`config.mk`:
```
export PLATFORM = sky130hd
export DESIGN_NAME = draw_rect_bounce
export DESIGN_NICKNAME = d
export VERILOG_FILES = /design/src/rtl/vga_pkg.sv /design/src/rtl/rect_pos_ctl.sv /design/src/rtl/draw_rect_bounce.sv
export SDC_FILE = /design/constraint.sdc
export NUM_CORES = 1
export LEC_CHECK = 0
export ABC_CLOCK_PERIOD_IN_PS = 4300
export CAP_MARGIN = 20
export CORE_MARGIN = 4
export CORE_UTILIZATION = 45
export DETAILED_ROUTE_END_ITERATION = 16
export PLACE_DENSITY = 0.73
export SKIP_CTS_REPAIR_TIMING = 1
export SLEW_MARGIN = 10
export SYNTH_ARGS = -nofsm -noshare
export SYNTH_HDL_FRONTEND = slang
export SYNTH_SLANG_ARGS = --single-unit
export TNS_END_PERCENT = 30
```
`constraint.sdc`:
```
create_clock -name pclk -period 4.3 [get_ports pclk]
set_clock_uncertainty 0.05 [all_clocks]
set_input_delay 0.86 -clock pclk [delete_from_list [all_inputs] [get_ports pclk]]
set_output_delay 0.86 -clock pclk [all_outputs]
set_load 0.05 [all_outputs]
```
`src/rtl/vga_pkg.sv`:
```
// Shared VGA constants and the rectangle position FSM state type for the
// 800x600@60 pixel pipeline.
package vga_pkg;

    localparam int H_ACTIVE = 800;
    localparam int V_ACTIVE = 600;
    localparam int CNT_W    = 11;
    localparam int RGB_W    = 12;

    typedef enum logic [1:0] {
        IDLE   = 2'd0,
        ARMED  = 2'd1,
        UPDATE = 2'd2
    } pos_state_t;

endpackage

```
`src/rtl/rect_pos_ctl.sv`:
```
// Rectangle position controller: detects the start of vertical blanking and,
// while animation is enabled, moves the rectangle once per frame, bouncing it
// off the screen edges.
module rect_pos_ctl
    import vga_pkg::*;
#(
    parameter int RECT_W   = 64,
    parameter int RECT_H   = 48,
    parameter int STEP     = 2,
    parameter int H_ACTIVE = vga_pkg::H_ACTIVE,
    parameter int V_ACTIVE = vga_pkg::V_ACTIVE
) (
    input  logic             pclk,
    input  logic             rst,
    input  logic             enable,
    input  logic             vblnk_in,
    output logic [CNT_W-1:0] xpos,
    output logic [CNT_W-1:0] ypos
);

    // One bit wider than the counters so position + STEP cannot wrap.
    localparam logic [CNT_W:0] X_MAX  = (CNT_W+1)'(H_ACTIVE - RECT_W);
    localparam logic [CNT_W:0] Y_MAX  = (CNT_W+1)'(V_ACTIVE - RECT_H);
    localparam logic [CNT_W:0] STEP_W = (CNT_W+1)'(STEP);

    pos_state_t     state;
    pos_state_t     state_nxt;
    logic           vblnk_q;
    logic           vblnk_rise;
    logic           upd;
    logic           dx;
    logic           dy;
    logic [CNT_W:0] x_inc;
    logic [CNT_W:0] y_inc;

    assign vblnk_rise = vblnk_in & ~vblnk_q;
    assign x_inc      = {1'b0, xpos} + STEP_W;
    assign y_inc      = {1'b0, ypos} + STEP_W;

    // Delayed copy of vblank for the frame-tick edge detector.
    always_ff @(posedge pclk or negedge rst) begin
        if (!rst) vblnk_q <= 1'b0;
        else      vblnk_q <= vblnk_in;
    end

    // FSM state register.
    always_ff @(posedge pclk or negedge rst) begin
        if (!rst) state <= IDLE;
        else      state <= state_nxt;
    end

    // FSM next state; a frame tick seen outside ARMED is dropped, not queued.
    always_comb begin
        state_nxt = state;
        case (state)
            IDLE:    if (enable) state_nxt = ARMED;
            ARMED:   if (!enable) state_nxt = IDLE;
                     else if (vblnk_rise) state_nxt = UPDATE;
            UPDATE:  state_nxt = ARMED;
            default: state_nxt = IDLE;
        endcase
    end

    // FSM output: the single cycle in which the position moves.
    always_comb begin
        upd = (state == UPDATE);
    end

    // Position and direction; each axis bounces independently.
    always_ff @(posedge pclk or negedge rst) begin
        if (!rst) begin
            xpos <= '0;
            ypos <= '0;
            dx   <= 1'b1;
            dy   <= 1'b1;
        end else if (upd) begin
            if (dx) begin
                if (x_inc >= X_MAX) begin
                    xpos <= X_MAX[CNT_W-1:0];
                    dx   <= 1'b0;
                end else begin
                    xpos <= x_inc[CNT_W-1:0];
                end
            end else begin
                if ({1'b0, xpos} <= STEP_W) begin
                    xpos <= '0;
                    dx   <= 1'b1;
                end else begin
                    xpos <= xpos - STEP_W[CNT_W-1:0];
                end
            end
            if (dy) begin
                if (y_inc >= Y_MAX) begin
                    ypos <= Y_MAX[CNT_W-1:0];
                    dy   <= 1'b0;
                end else begin
                    ypos <= y_inc[CNT_W-1:0];
                end
            end else begin
                if ({1'b0, ypos} <= STEP_W) begin
                    ypos <= '0;
                    dy   <= 1'b1;
                end else begin
                    ypos <= ypos - STEP_W[CNT_W-1:0];
                end
            end
        end
    end

endmodule

```
`src/rtl/draw_rect_bounce.sv`:
```
// Overlays a bouncing rectangle on the incoming pixel stream with a fixed
// two-cycle latency on colour and timing.
// Build option: define DRAW_RECT_OUTLINE_EN to draw only a 2-pixel border
// instead of a solid fill.
module draw_rect_bounce
    import vga_pkg::*;
#(
    parameter int               RECT_W     = 64,
    parameter int               RECT_H     = 48,
    parameter logic [RGB_W-1:0] RECT_COLOR = 12'hF80,
    parameter int               STEP       = 2,
    parameter int               H_ACTIVE   = vga_pkg::H_ACTIVE,
    parameter int               V_ACTIVE   = vga_pkg::V_ACTIVE
) (
    input  logic             pclk,
    input  logic             rst,
    input  logic             enable,
    input  logic [CNT_W-1:0] hcount_in,
    input  logic [CNT_W-1:0] vcount_in,
    input  logic             hsync_in,
    input  logic             vsync_in,
    input  logic             hblnk_in,
    input  logic             vblnk_in,
    input  logic [RGB_W-1:0] rgb_in,
    output logic [CNT_W-1:0] hcount_out,
    output logic [CNT_W-1:0] vcount_out,
    output logic             hsync_out,
    output logic             vsync_out,
    output logic             hblnk_out,
    output logic             vblnk_out,
    output logic [RGB_W-1:0] rgb_out,
    output logic [CNT_W-1:0] xpos,
    output logic [CNT_W-1:0] ypos
);

    logic [CNT_W:0]   h_ext;
    logic [CNT_W:0]   v_ext;
    logic [CNT_W:0]   x_lo;
    logic [CNT_W:0]   x_hi;
    logic [CNT_W:0]   y_lo;
    logic [CNT_W:0]   y_hi;
    logic             hit;

    logic [CNT_W-1:0] hcount_p1;
    logic [CNT_W-1:0] vcount_p1;
    logic             hsync_p1;
    logic             vsync_p1;
    logic             hblnk_p1;
    logic             vblnk_p1;
    logic [RGB_W-1:0] rgb_p1;
    logic             hit_p1;

    rect_pos_ctl #(
        .RECT_W   (RECT_W),
        .RECT_H   (RECT_H),
        .STEP     (STEP),
        .H_ACTIVE (H_ACTIVE),
        .V_ACTIVE (V_ACTIVE)
    ) u_pos (
        .pclk     (pclk),
        .rst      (rst),
        .enable   (enable),
        .vblnk_in (vblnk_in),
        .xpos     (xpos),
        .ypos     (ypos)
    );

    // Rectangle bounds are widened by one bit so the right/bottom edge never wraps.
    assign h_ext = {1'b0, hcount_in};
    assign v_ext = {1'b0, vcount_in};
    assign x_lo  = {1'b0, xpos};
    assign y_lo  = {1'b0, ypos};
    assign x_hi  = x_lo + (CNT_W+1)'(RECT_W);
    assign y_hi  = y_lo + (CNT_W+1)'(RECT_H);

    // Hit test against the frame-constant position; optionally limited to the border.
    always_comb begin
        hit = (h_ext >= x_lo) && (h_ext < x_hi) && (v_ext >= y_lo) && (v_ext < y_hi);
`ifdef DRAW_RECT_OUTLINE_EN
        hit = hit && ((h_ext < x_lo + 12'd2) || (h_ext + 12'd2 >= x_hi) ||
                      (v_ext < y_lo + 12'd2) || (v_ext + 12'd2 >= y_hi));
`endif
    end

    // Stage 1: register timing, upstream colour and the hit flag.
    always_ff @(posedge pclk or negedge rst) begin
        if (!rst) begin
            hcount_p1 <= '0;
            vcount_p1 <= '0;
            hsync_p1  <= 1'b0;
            vsync_p1  <= 1'b0;
            hblnk_p1  <= 1'b0;
            vblnk_p1  <= 1'b0;
            rgb_p1    <= '0;
            hit_p1    <= 1'b0;
        end else begin
            hcount_p1 <= hcount_in;
            vcount_p1 <= vcount_in;
            hsync_p1  <= hsync_in;
            vsync_p1  <= vsync_in;
            hblnk_p1  <= hblnk_in;
            vblnk_p1  <= vblnk_in;
            rgb_p1    <= rgb_in;
            hit_p1    <= hit;
        end
    end

    // Stage 2: register timing and the composited colour; blanking forces black.
    always_ff @(posedge pclk or negedge rst) begin
        if (!rst) begin
            hcount_out <= '0;
            vcount_out <= '0;
            hsync_out  <= 1'b0;
            vsync_out  <= 1'b0;
            hblnk_out  <= 1'b0;
            vblnk_out  <= 1'b0;
            rgb_out    <= '0;
        end else begin
            hcount_out <= hcount_p1;
            vcount_out <= vcount_p1;
            hsync_out  <= hsync_p1;
            vsync_out  <= vsync_p1;
            hblnk_out  <= hblnk_p1;
            vblnk_out  <= vblnk_p1;
            if (hblnk_p1 || vblnk_p1) rgb_out <= '0;
            else if (hit_p1)          rgb_out <= RECT_COLOR;
            else                      rgb_out <= rgb_p1;
        end
    end

endmodule
```
==> results of run 1 <==
[per-layer routing]
layer	vias to the layer above	wire length, um	global-route usage
met2	130	5370	0.299
met5	-	0	0
met1	1823	5100	0.254
met3	18	634	0.0267
li1	1851	-	-
met4	0	254	0.0761
[metrics by stage]
stage | power, mW | setup WS, ps | std cells | hold WS, ps
after floorplan | 1.72 | 1610 | 466 | 281
after global placement | 1.98 | 1270 | 681 | 281
after detailed placement | 2.00 | 1250 | 681 | 285
after CTS | 2.63 | 1410 | 697 | 307
after global routing | 2.77 | 1350 | 697 | 313
final | 2.61 | 1430 | 697 | 304
[flip-flops by register name (all words and copies together) (netlist names), 2 cells and up]
register and cells:
u_pos.xpos 10, rgb_out 12, u_pos.state 2, vcount_p1 11, u_pos.ypos 10, vcount_out 11, hcount_p1 11, hcount_out 11
rgb_p1 12
[layout by cell type (no fill, tap or decap), types with 5 or more instances in the layout]
cell type / synthesis / final
dfrtp_1: 99 / 99
clkdlybuf4s50_1: 0 / 97
ha_1: 42 / 42
nor2_1: 30 / 30
a21oi_1: 27 / 27
inv_1: 23 / 23
nand2_1: 19 / 19
nand3_1: 18 / 18
o21ai_0: 18 / 18
nor3_1: 16 / 16
xnor2_1: 12 / 12
o21ai_1: 10 / 10
clkbuf_8: 0 / 10
and2_1: 9 / 9
nand4_1: 8 / 8
o21a_1: 8 / 8
a31oi_1: 8 / 8
and3_1: 7 / 7
a32oi_1: 6 / 6
nand2b_1: 5 / 5
o211ai_1: 5 / 5
nor2b_1: 5 / 5
[area by class of cell]
type / count / area, sq um
fill: 935 / 4600
tap: 140 / 175
clock buffer: 11 / 141
timing repair buffer: 101 / 1000
sequential: 101 / 2530
multi-input combinational: 316 / 2200
clock inverter: 5 / 63.8
inverter: 23 / 86.3
[cells by family after synthesis]
kind of cell | count (synthesis)
muxes | 1
buffers and inverters | 49
xor gates and xnor gates | 14
and+or+nand+nor | 138
other | 1
DFF | 101
adders and majority gates | 42
AOI/OAI and AO/OA | 119
[worst paths after layout]
check / startpoint / end / slack (ps) / cells after the start
max in group asynchronous: rst / rgb_p1[7] / 2920 / 2
min in group asynchronous: rst / hcount_p1[7] / 450 / 1
max: u_pos.ypos[6] / ypos[6] / 1430 / 1
min: hcount_p1[5] / hcount_out[5] / 300 / 0
max reg2reg: u_pos.ypos[4] / hit_p1 / 1570 / 10
min reg2reg: hcount_p1[5] / hcount_out[5] / 300 / 0
[power by group through the flow]
stage / logic [mW] / registers, mW / clock network [mW]
3_3_place_gp: 0.803 / 1.18 / 0
4_1_cts: 0.825 / 1.16 / 0.641
3_5_place_dp: 0.819 / 1.18 / 0
2_1_floorplan: 0.409 / 1.31 / 0
5_1_grt: 0.902 / 1.18 / 0.688
6_report: 0.824 / 1.17 / 0.624
==> results.sh, run 1 <==
export IMPL_outcome="completed"
export IMPL_h_tree_depth=3
export IMPL_clkSinkCount=101
export IMPL_arrival_ps=1960
export IMPL_cts_tree="yes"
export IMPL_synth_seq_cells=101
export IMPL_grt_ovfl_total=0
export IMPL_syn_avg_cell_area_sq_um=10.7
export IMPL_io_buffers=98
export IMPL_synth_compound_area_frac=0.158
export IMPL_yosysMostFrequentCell="dfrtp_1"
export IMPL_rsz0062_at_grt="no"
export IMPL_setup_viol=0
export IMPL_place_hpwl_um=8380
export IMPL_fin_crit_sh=0.668
export IMPL_insertedDiodeCount=0
export IMPL_synth_ff_type="dfrtp_1"
export IMPL_worst_path_buf_inv=1
export IMPL_ys_seq_area_frac=0.511
export IMPL_synth_top_area_frac=0.500
export IMPL_synth_async_reset_ratio=1.00
export IMPL_seqPwrFrac=0.446
export IMPL_internal_power_mw=1.62
export IMPL_initial_core_util=0.459
export IMPL_peakVddDrop_uv=171
export IMPL_dieArea_sq_um=12700
export IMPL_slew_headroom=0.365
export IMPL_min_path_type="flop to flop"
export IMPL_synth_area_leaders="dfrtp_1, ha_1, a21oi_1"
export IMPL_fin_area_sq_um=6200
export IMPL_crit_fanout=15
export IMPL_detail_route_wl_per_cell_um=16.3
export IMPL_p_sw_uw=990
export IMPL_endpoint_kind="output pin"
export IMPL_switching_share=0.379
export IMPL_grt_usage=0.186
export IMPL_ys_warnings_count=0
export IMPL_worstSetupPathType="flop to output pin"
export IMPL_yosys_area_share_simple=0.151
export IMPL_synth_commonest_cells="dfrtp_1, ha_1, nor2_1"
export IMPL_synth_mux_area_frac=0.00202
export IMPL_synth_edf_count=0
export IMPL_path_clk_slew_ps=90
export IMPL_comb_power_share=0.315
export IMPL_gp_congestion=0.888
export IMPL_drtIter0Drc=266
export IMPL_worst_pin_slew_ps=953
export IMPL_fin_crit_ps=2870
export IMPL_critPathLaunchType="flop"
export IMPL_final_layout_size_suffix_gt1_frac=0.0539
export IMPL_drc=0
export IMPL_synth_top_family_by_area="compound AO/OA/AOI/OAI gates"
export IMPL_die_height_um=113
export IMPL_cts_buffer_depth=2
export IMPL_area_growth_pct=25.1
export IMPL_grt_pass1_wl_um=19100
export IMPL_max_stage_delay_ps=920
export IMPL_cp_required_ps=3390
export IMPL_utilization=0.574
export IMPL_critical_path_cell_chain="clkdlybuf4s50_1"
export IMPL_leakagePower_nw=2.62
export IMPL_yosysUniqueCellTypes=65
export IMPL_synth_fa_ha_area_frac=0.106
export IMPL_fin_setup_tns_ps=0
export IMPL_grt_max_degree=53
export IMPL_first_global_vias=3832
export IMPL_netlist_area_sq_um=4950
export IMPL_maxClockFrequency_ghz=0.348
export IMPL_yosysTopAreaCell="dfrtp_1"
export IMPL_placed_area_sq_um=5990
export IMPL_power_density_nw_per_um2=422
export IMPL_final_nets=635
export IMPL_dieWidth_um=113
export IMPL_firstDrtPassIters=5
export IMPL_synth_xor_area_frac=0.0248
export IMPL_vias=3822
export IMPL_clkPwrFrac=0.239
export IMPL_cts_buffers=9
export IMPL_drv_cap=0
export IMPL_wl_um=11400
export IMPL_antenna_found_initial=0
export IMPL_crit_slowest_cell="clkdlybuf4s50_1"
export IMPL_ant_nets=0
export IMPL_slew_viol_final=0
export IMPL_rows=38
export IMPL_design_core_area_sq_um=10800
export IMPL_vias_per_cell=5.48
export IMPL_path_delay_family="buffers and inverters"
export IMPL_finalHoldViolCount=0
export IMPL_clk_latency_ps=370
export IMPL_io_pins=101
export IMPL_synthCells=465
export IMPL_cts_root_buf="clkbuf_8"
No activity file was read; power rests on OpenSTA's default activity.
==> run 2: changes to the inputs <==
--- a/config.mk
+++ b/config.mk
@@ -5,7 +5,7 @@
 export SDC_FILE = /design/constraint.sdc
 export NUM_CORES = 1
 export LEC_CHECK = 0
-export ABC_CLOCK_PERIOD_IN_PS = 4300
+export ABC_CLOCK_PERIOD_IN_PS = 2800
 export CAP_MARGIN = 20
 export CORE_MARGIN = 4
 export CORE_UTILIZATION = 45
==> constraint.sdc (replaced) <==
create_clock -name pclk -period 2.8 [get_ports pclk]
set_clock_uncertainty 0.05 [all_clocks]
set_input_delay 0.56 -clock pclk [delete_from_list [all_inputs] [get_ports pclk]]
set_output_delay 0.56 -clock pclk [all_outputs]
set_load 0.05 [all_outputs]
==> run 2 against run 1 <==
Sequential share of layout area is 0.55 points lower; critical endpoint unchanged; critical path depth is 1 higher; highest routed layer unchanged; via count is 2.4% higher.
==> results.sh, run 2 (same netlist as run 1, synthesis figures left out) <==
export IMPL_cts_buffer_depth=2
export IMPL_fin_area_sq_um=6280
export IMPL_clk_latency_ps=370
export IMPL_die_height_um=113
export IMPL_setup_viol=0
export IMPL_gp_congestion=0.931
export IMPL_fin_setup_tns_ps=0
export IMPL_placed_area_sq_um=6070
export IMPL_dieArea_sq_um=12700
export IMPL_slew_viol_final=0
export IMPL_fin_crit_ps=2530
export IMPL_slew_headroom=0.436
export IMPL_drc=0
export IMPL_final_nets=646
export IMPL_power_mw=4.04
export IMPL_worst_pin_slew_ps=847
export IMPL_place_hpwl_um=8770
export IMPL_endpoint_kind="output pin"
export IMPL_io_buffers=98
export IMPL_cts_tree="yes"
export IMPL_layout_setup_ws_ps=266
export IMPL_pre_cts_slack_ps=45.8
export IMPL_grt_pass1_wl_um=19400
export IMPL_wl_um=11700
export IMPL_first_global_vias=3888
export IMPL_path_clk_slew_ps=110
export IMPL_dieWidth_um=113
export IMPL_design_core_area_sq_um=10800
export IMPL_clkSinkCount=101
export IMPL_leakagePower_nw=2.67
export IMPL_holdWs_ps=138
export IMPL_grt_usage=0.190
export IMPL_dp_cells=692
export IMPL_h_tree_depth=3
export IMPL_cts_root_buf="clkbuf_8"
export IMPL_finalHoldViolCount=0
export IMPL_drv_cap=0
export IMPL_final_layout_size_suffix_gt1_frac=0.0722
export IMPL_maxClockFrequency_ghz=0.395
export IMPL_io_pins=101
export IMPL_area_growth_pct=26.8
export IMPL_grt_max_degree=50
export IMPL_layout_commonest_cell="dfrtp_1"
export IMPL_vias=3915
export IMPL_antenna_found_initial=0
export IMPL_final_fill_count=910
export IMPL_min_path_type="input pin to asynchronous set/reset pin"
export IMPL_cp_required_ps=2190
export IMPL_layout_cells_non_filler=708
export IMPL_utilization=0.582
export IMPL_grt_ovfl_total=0
export IMPL_largestRegisters="rgb_out: 12 flops, rgb_p1: 12 flops"
export IMPL_insertedDiodeCount=0
export IMPL_final_cell_mix="dfrtp_1, clkdlybuf4s50_1, ha_1"
export IMPL_ant_nets=0
export IMPL_worstSetupPathType="flop to output pin"
export IMPL_cts_buffers=9
export IMPL_firstDrtPassIters=5
export IMPL_detail_route_wl_per_cell_um=16.6
export IMPL_arrival_ps=1920
export IMPL_vias_per_cell=5.53
export IMPL_outcome="completed"
export IMPL_critPathLaunchType="flop"
export IMPL_fin_crit_sh=0.905
export IMPL_power_density_nw_per_um2=644
export IMPL_rsz0062_at_grt="no"
export IMPL_peakVddDrop_uv=269
export IMPL_initial_core_util=0.459
export IMPL_crit_fanout=10
export IMPL_rows=38
export IMPL_drtIter0Drc=388
[run 2: cell count changes in the layout (fill, tap and decap cells not counted), sizes merged]
cell	delta
buf	+11
clkinv	+1
inv	-1
[run 2: worst max-delay path, stage by stage (launching register included)]
cell,delay [ps]
dfrtp_1,520
buf_4,220
clkdlybuf4s50_1,820
[run 2: per-layer routing]
| metal | GRT usage | routed length (um) |
|---|---|---|
| met2 | 0.306 | 5680 |
| met3 | 0.0385 | 677 |
| met5 | 0 | 0 |
| met1 | 0.259 | 5190 |
| met4 | 0.0633 | 190 |
[run 2: area by class of cell]
class                           instances  area (sq um)  share of cell area
Clock buffer                           11           141              0.0225
Clock inverter                          5          66.3              0.0106
Inverter                               23          86.3              0.0137
Multi-Input combinational cell        316          2200               0.350
Sequential cell                       101          2530               0.403
Tap cell                              140           175              0.0279
Timing Repair Buffer                  112          1080               0.173
[run 2: report_power, final]
group / switching, mW / internal (mW)
combinational: 0.822 / 0.479
sequential: 0.196 / 1.58
clock: 0.518 / 0.449
[run 2: final timing paths]
path                            endpoint  cells after the start     startpoint  slack (ps)
hold reg to reg            hcount_out[2]                      0   hcount_p1[2]         310
setup reg to reg                  hit_p1                      8  u_pos.xpos[3]         310
hold / removal              hcount_p1[8]                      1            rst         140
setup / recovery                 ypos[6]                      2  u_pos.ypos[6]         270
min in group pclk          hcount_out[2]                      0   hcount_p1[2]         310
max in group asynchronous   vcount_p1[7]                      2            rst        1910
==> run 3: changes to the inputs <==
--- a/config.mk
+++ b/config.mk
@@ -5,9 +5,9 @@
 export SDC_FILE = /design/constraint.sdc
 export NUM_CORES = 1
 export LEC_CHECK = 0
+export ABC_AREA = 1
 export ABC_CLOCK_PERIOD_IN_PS = 2800
 export CAP_MARGIN = 20
-export CORE_MARGIN = 4
 export CORE_UTILIZATION = 45
 export DETAILED_ROUTE_END_ITERATION = 16
 export PLACE_DENSITY = 0.73
==> run 3 against run 2 <==
Final cell count up 14%; final area is 4.2% higher; sequential power up 14%; non-clock buffer count is 9 lower; clock power grew 32%; combinational power up 140%; sequential cell count stayed put; first-iteration DRC count down 22%; clock-buffer cell count down 2; critical path type unchanged.
==> results.sh, run 3 <==
export IMPL_leakagePower_nw=3.01
export IMPL_cp_required_ps=2190
export IMPL_placed_area_sq_um=6240
export IMPL_crit_slowest_cell="clkdlybuf4s50_1"
export IMPL_fin_area_sq_um=6540
export IMPL_vias_per_cell=5.16
export IMPL_holdWs_ps=152
export IMPL_area_growth_pct=27.7
export IMPL_synth_seq_cells=101
export IMPL_path_delay_family="buffers and inverters"
export IMPL_arrival_ps=1830
export IMPL_cts_root_buf="clkbuf_16"
export IMPL_io_pins=101
export IMPL_design_core_area_sq_um=11000
export IMPL_grt_usage=0.216
export IMPL_fin_crit_ps=2440
export IMPL_dieArea_sq_um=11800
export IMPL_synth_edf_count=0
export IMPL_utilization=0.596
export IMPL_peakVddDrop_uv=489
export IMPL_worstSetupPathType="flop to output pin"
export IMPL_endpoint_kind="output pin"
export IMPL_firstDrtPassIters=4
export IMPL_antenna_found_initial=0
export IMPL_layout_cells_non_filler=804
export IMPL_fin_setup_tns_ps=0
export IMPL_first_global_vias=3964
export IMPL_netlist_area_sq_um=5120
export IMPL_dp_cells=788
export IMPL_grt_max_degree=45
export IMPL_synth_async_reset_ratio=1.00
export IMPL_crit_fanout=10
export IMPL_largestRegisters="rgb_out: 12 flops, rgb_p1: 12 flops"
export IMPL_critPathLaunchType="flop"
export IMPL_synth_area_leaders="dfrtp_1, ha_1, nand2_1"
export IMPL_gp_congestion=0.894
export IMPL_final_cell_mix="dfrtp_1, clkdlybuf4s50_1, nand2_1"
export IMPL_vias=4146
export IMPL_drc=0
export IMPL_ys_warnings_count=0
export IMPL_setup_viol=0
export IMPL_cts_buffers=9
export IMPL_dieWidth_um=109
export IMPL_finalHoldViolCount=0
export IMPL_path_clk_slew_ps=70
export IMPL_yosysUniqueCellTypes=42
export IMPL_wl_um=11800
export IMPL_cts_buffer_depth=2
export IMPL_synthCells=560
export IMPL_outcome="completed"
export IMPL_ys_seq_area_frac=0.494
export IMPL_place_hpwl_um=8930
export IMPL_grt_pass1_wl_um=19400
export IMPL_synth_commonest_cells="dfrtp_1, nand2_1, nor2_1"
export IMPL_die_height_um=109
export IMPL_insertedDiodeCount=0
export IMPL_power_density_nw_per_um2=989
export IMPL_layout_setup_ws_ps=357
export IMPL_yosysTopAreaCell="dfrtp_1"
export IMPL_clk_latency_ps=350
export IMPL_worst_pin_slew_ps=564
export IMPL_slew_viol_final=0
export IMPL_max_stage_delay_ps=890
export IMPL_ant_nets=0
export IMPL_drtIter0Drc=301
export IMPL_detail_route_wl_per_cell_um=14.7
export IMPL_h_tree_depth=3
export IMPL_yosysMostFrequentCell="dfrtp_1"
export IMPL_rsz0062_at_grt="no"
export IMPL_worst_path_buf_inv=1
export IMPL_synth_top_area_frac=0.484
export IMPL_io_buffers=98
export IMPL_initial_core_util=0.466
export IMPL_min_path_type="input pin to asynchronous set/reset pin"
export IMPL_pre_cts_slack_ps=506
export IMPL_cts_tree="yes"
export IMPL_critical_path_cell_chain="clkdlybuf4s50_1"
export IMPL_grt_ovfl_total=0
export IMPL_final_layout_size_suffix_gt1_frac=0.102
export IMPL_slew_headroom=0.624
export IMPL_synth_ff_type="dfrtp_1"
export IMPL_clkSinkCount=101
export IMPL_layout_commonest_cell="dfrtp_1"
export IMPL_syn_avg_cell_area_sq_um=9.15
export IMPL_fin_crit_sh=0.872
export IMPL_drv_cap=0
export IMPL_power_mw=6.47
export IMPL_rows=38
export IMPL_maxClockFrequency_ghz=0.409
export IMPL_final_nets=742
[run 3: cell types whose count changed after synthesis, moves of 10 or more]
cell and delta:
inv_1 +13, xor2_1 +14, nand3_1 +12, xnor2_1 -10
inv_2 +12, nor2_1 +53, nand2_1 +74, nor3_1 -13
[run 3: metal layers]
layer | share of wire | global-route usage | vias to the layer above
li1 | - | - | 2044
met1 | 0.48 | 0.312 | 1954
met2 | 0.46 | 0.329 | 136
met3 | 0.047 | 0.0275 | 12
met4 | 0.012 | 0.0859 | 0
met5 | 0 | 0 | -
[run 3: cell families (layout without fill, tap and decap cells)]
| group | after synthesis | after routing | synth area share |
|---|---|---|---|
| simple gates | 254 | 254 | 0.228 |
| compound gates | 79 | 79 | 0.0899 |
| xor+xnor | 18 | 18 | 0.0308 |
| flops | 101 | 101 | 0.494 |
| fa+ha+maj | 42 | 42 | 0.103 |
| buf+inv | 65 | 168 | 0.0540 |
| other cells | 1 | 2 | 0.000732 |
[run 3: worst paths after layout]
check                                    from             to  slack (ps)  cells after the start
worst min register to register   hcount_p1[7]  hcount_out[7]         300                      0
worst max-delay path            u_pos.xpos[3]        xpos[3]         360                      1
min in group pclk                hcount_p1[7]  hcount_out[7]         300                      0
worst max register to register  u_pos.xpos[6]         hit_p1         500                     12
worst min-delay path                      rst  hcount_out[0]         150                      1
max in group asynchronous                 rst  u_pos.xpos[7]        1880                      2
[run 3: final cells by class]
type	count	area (sq um)
Fill cell	961	4440
Tap cell	140	175
Multi-Input combinational cell	395	2320
Sequential cell	101	2530
Clock inverter	7	81.3
Clock buffer	9	225
Inverter	49	184
Timing Repair Buffer	103	1030
[run 3: power by group]
part | switching (mW) | leakage, nW | internal, mW
registers | 0.373 | 1.21 | 1.66
clock network | 0.571 | 0.146 | 0.707
logic | 2.05 | 1.66 | 1.10
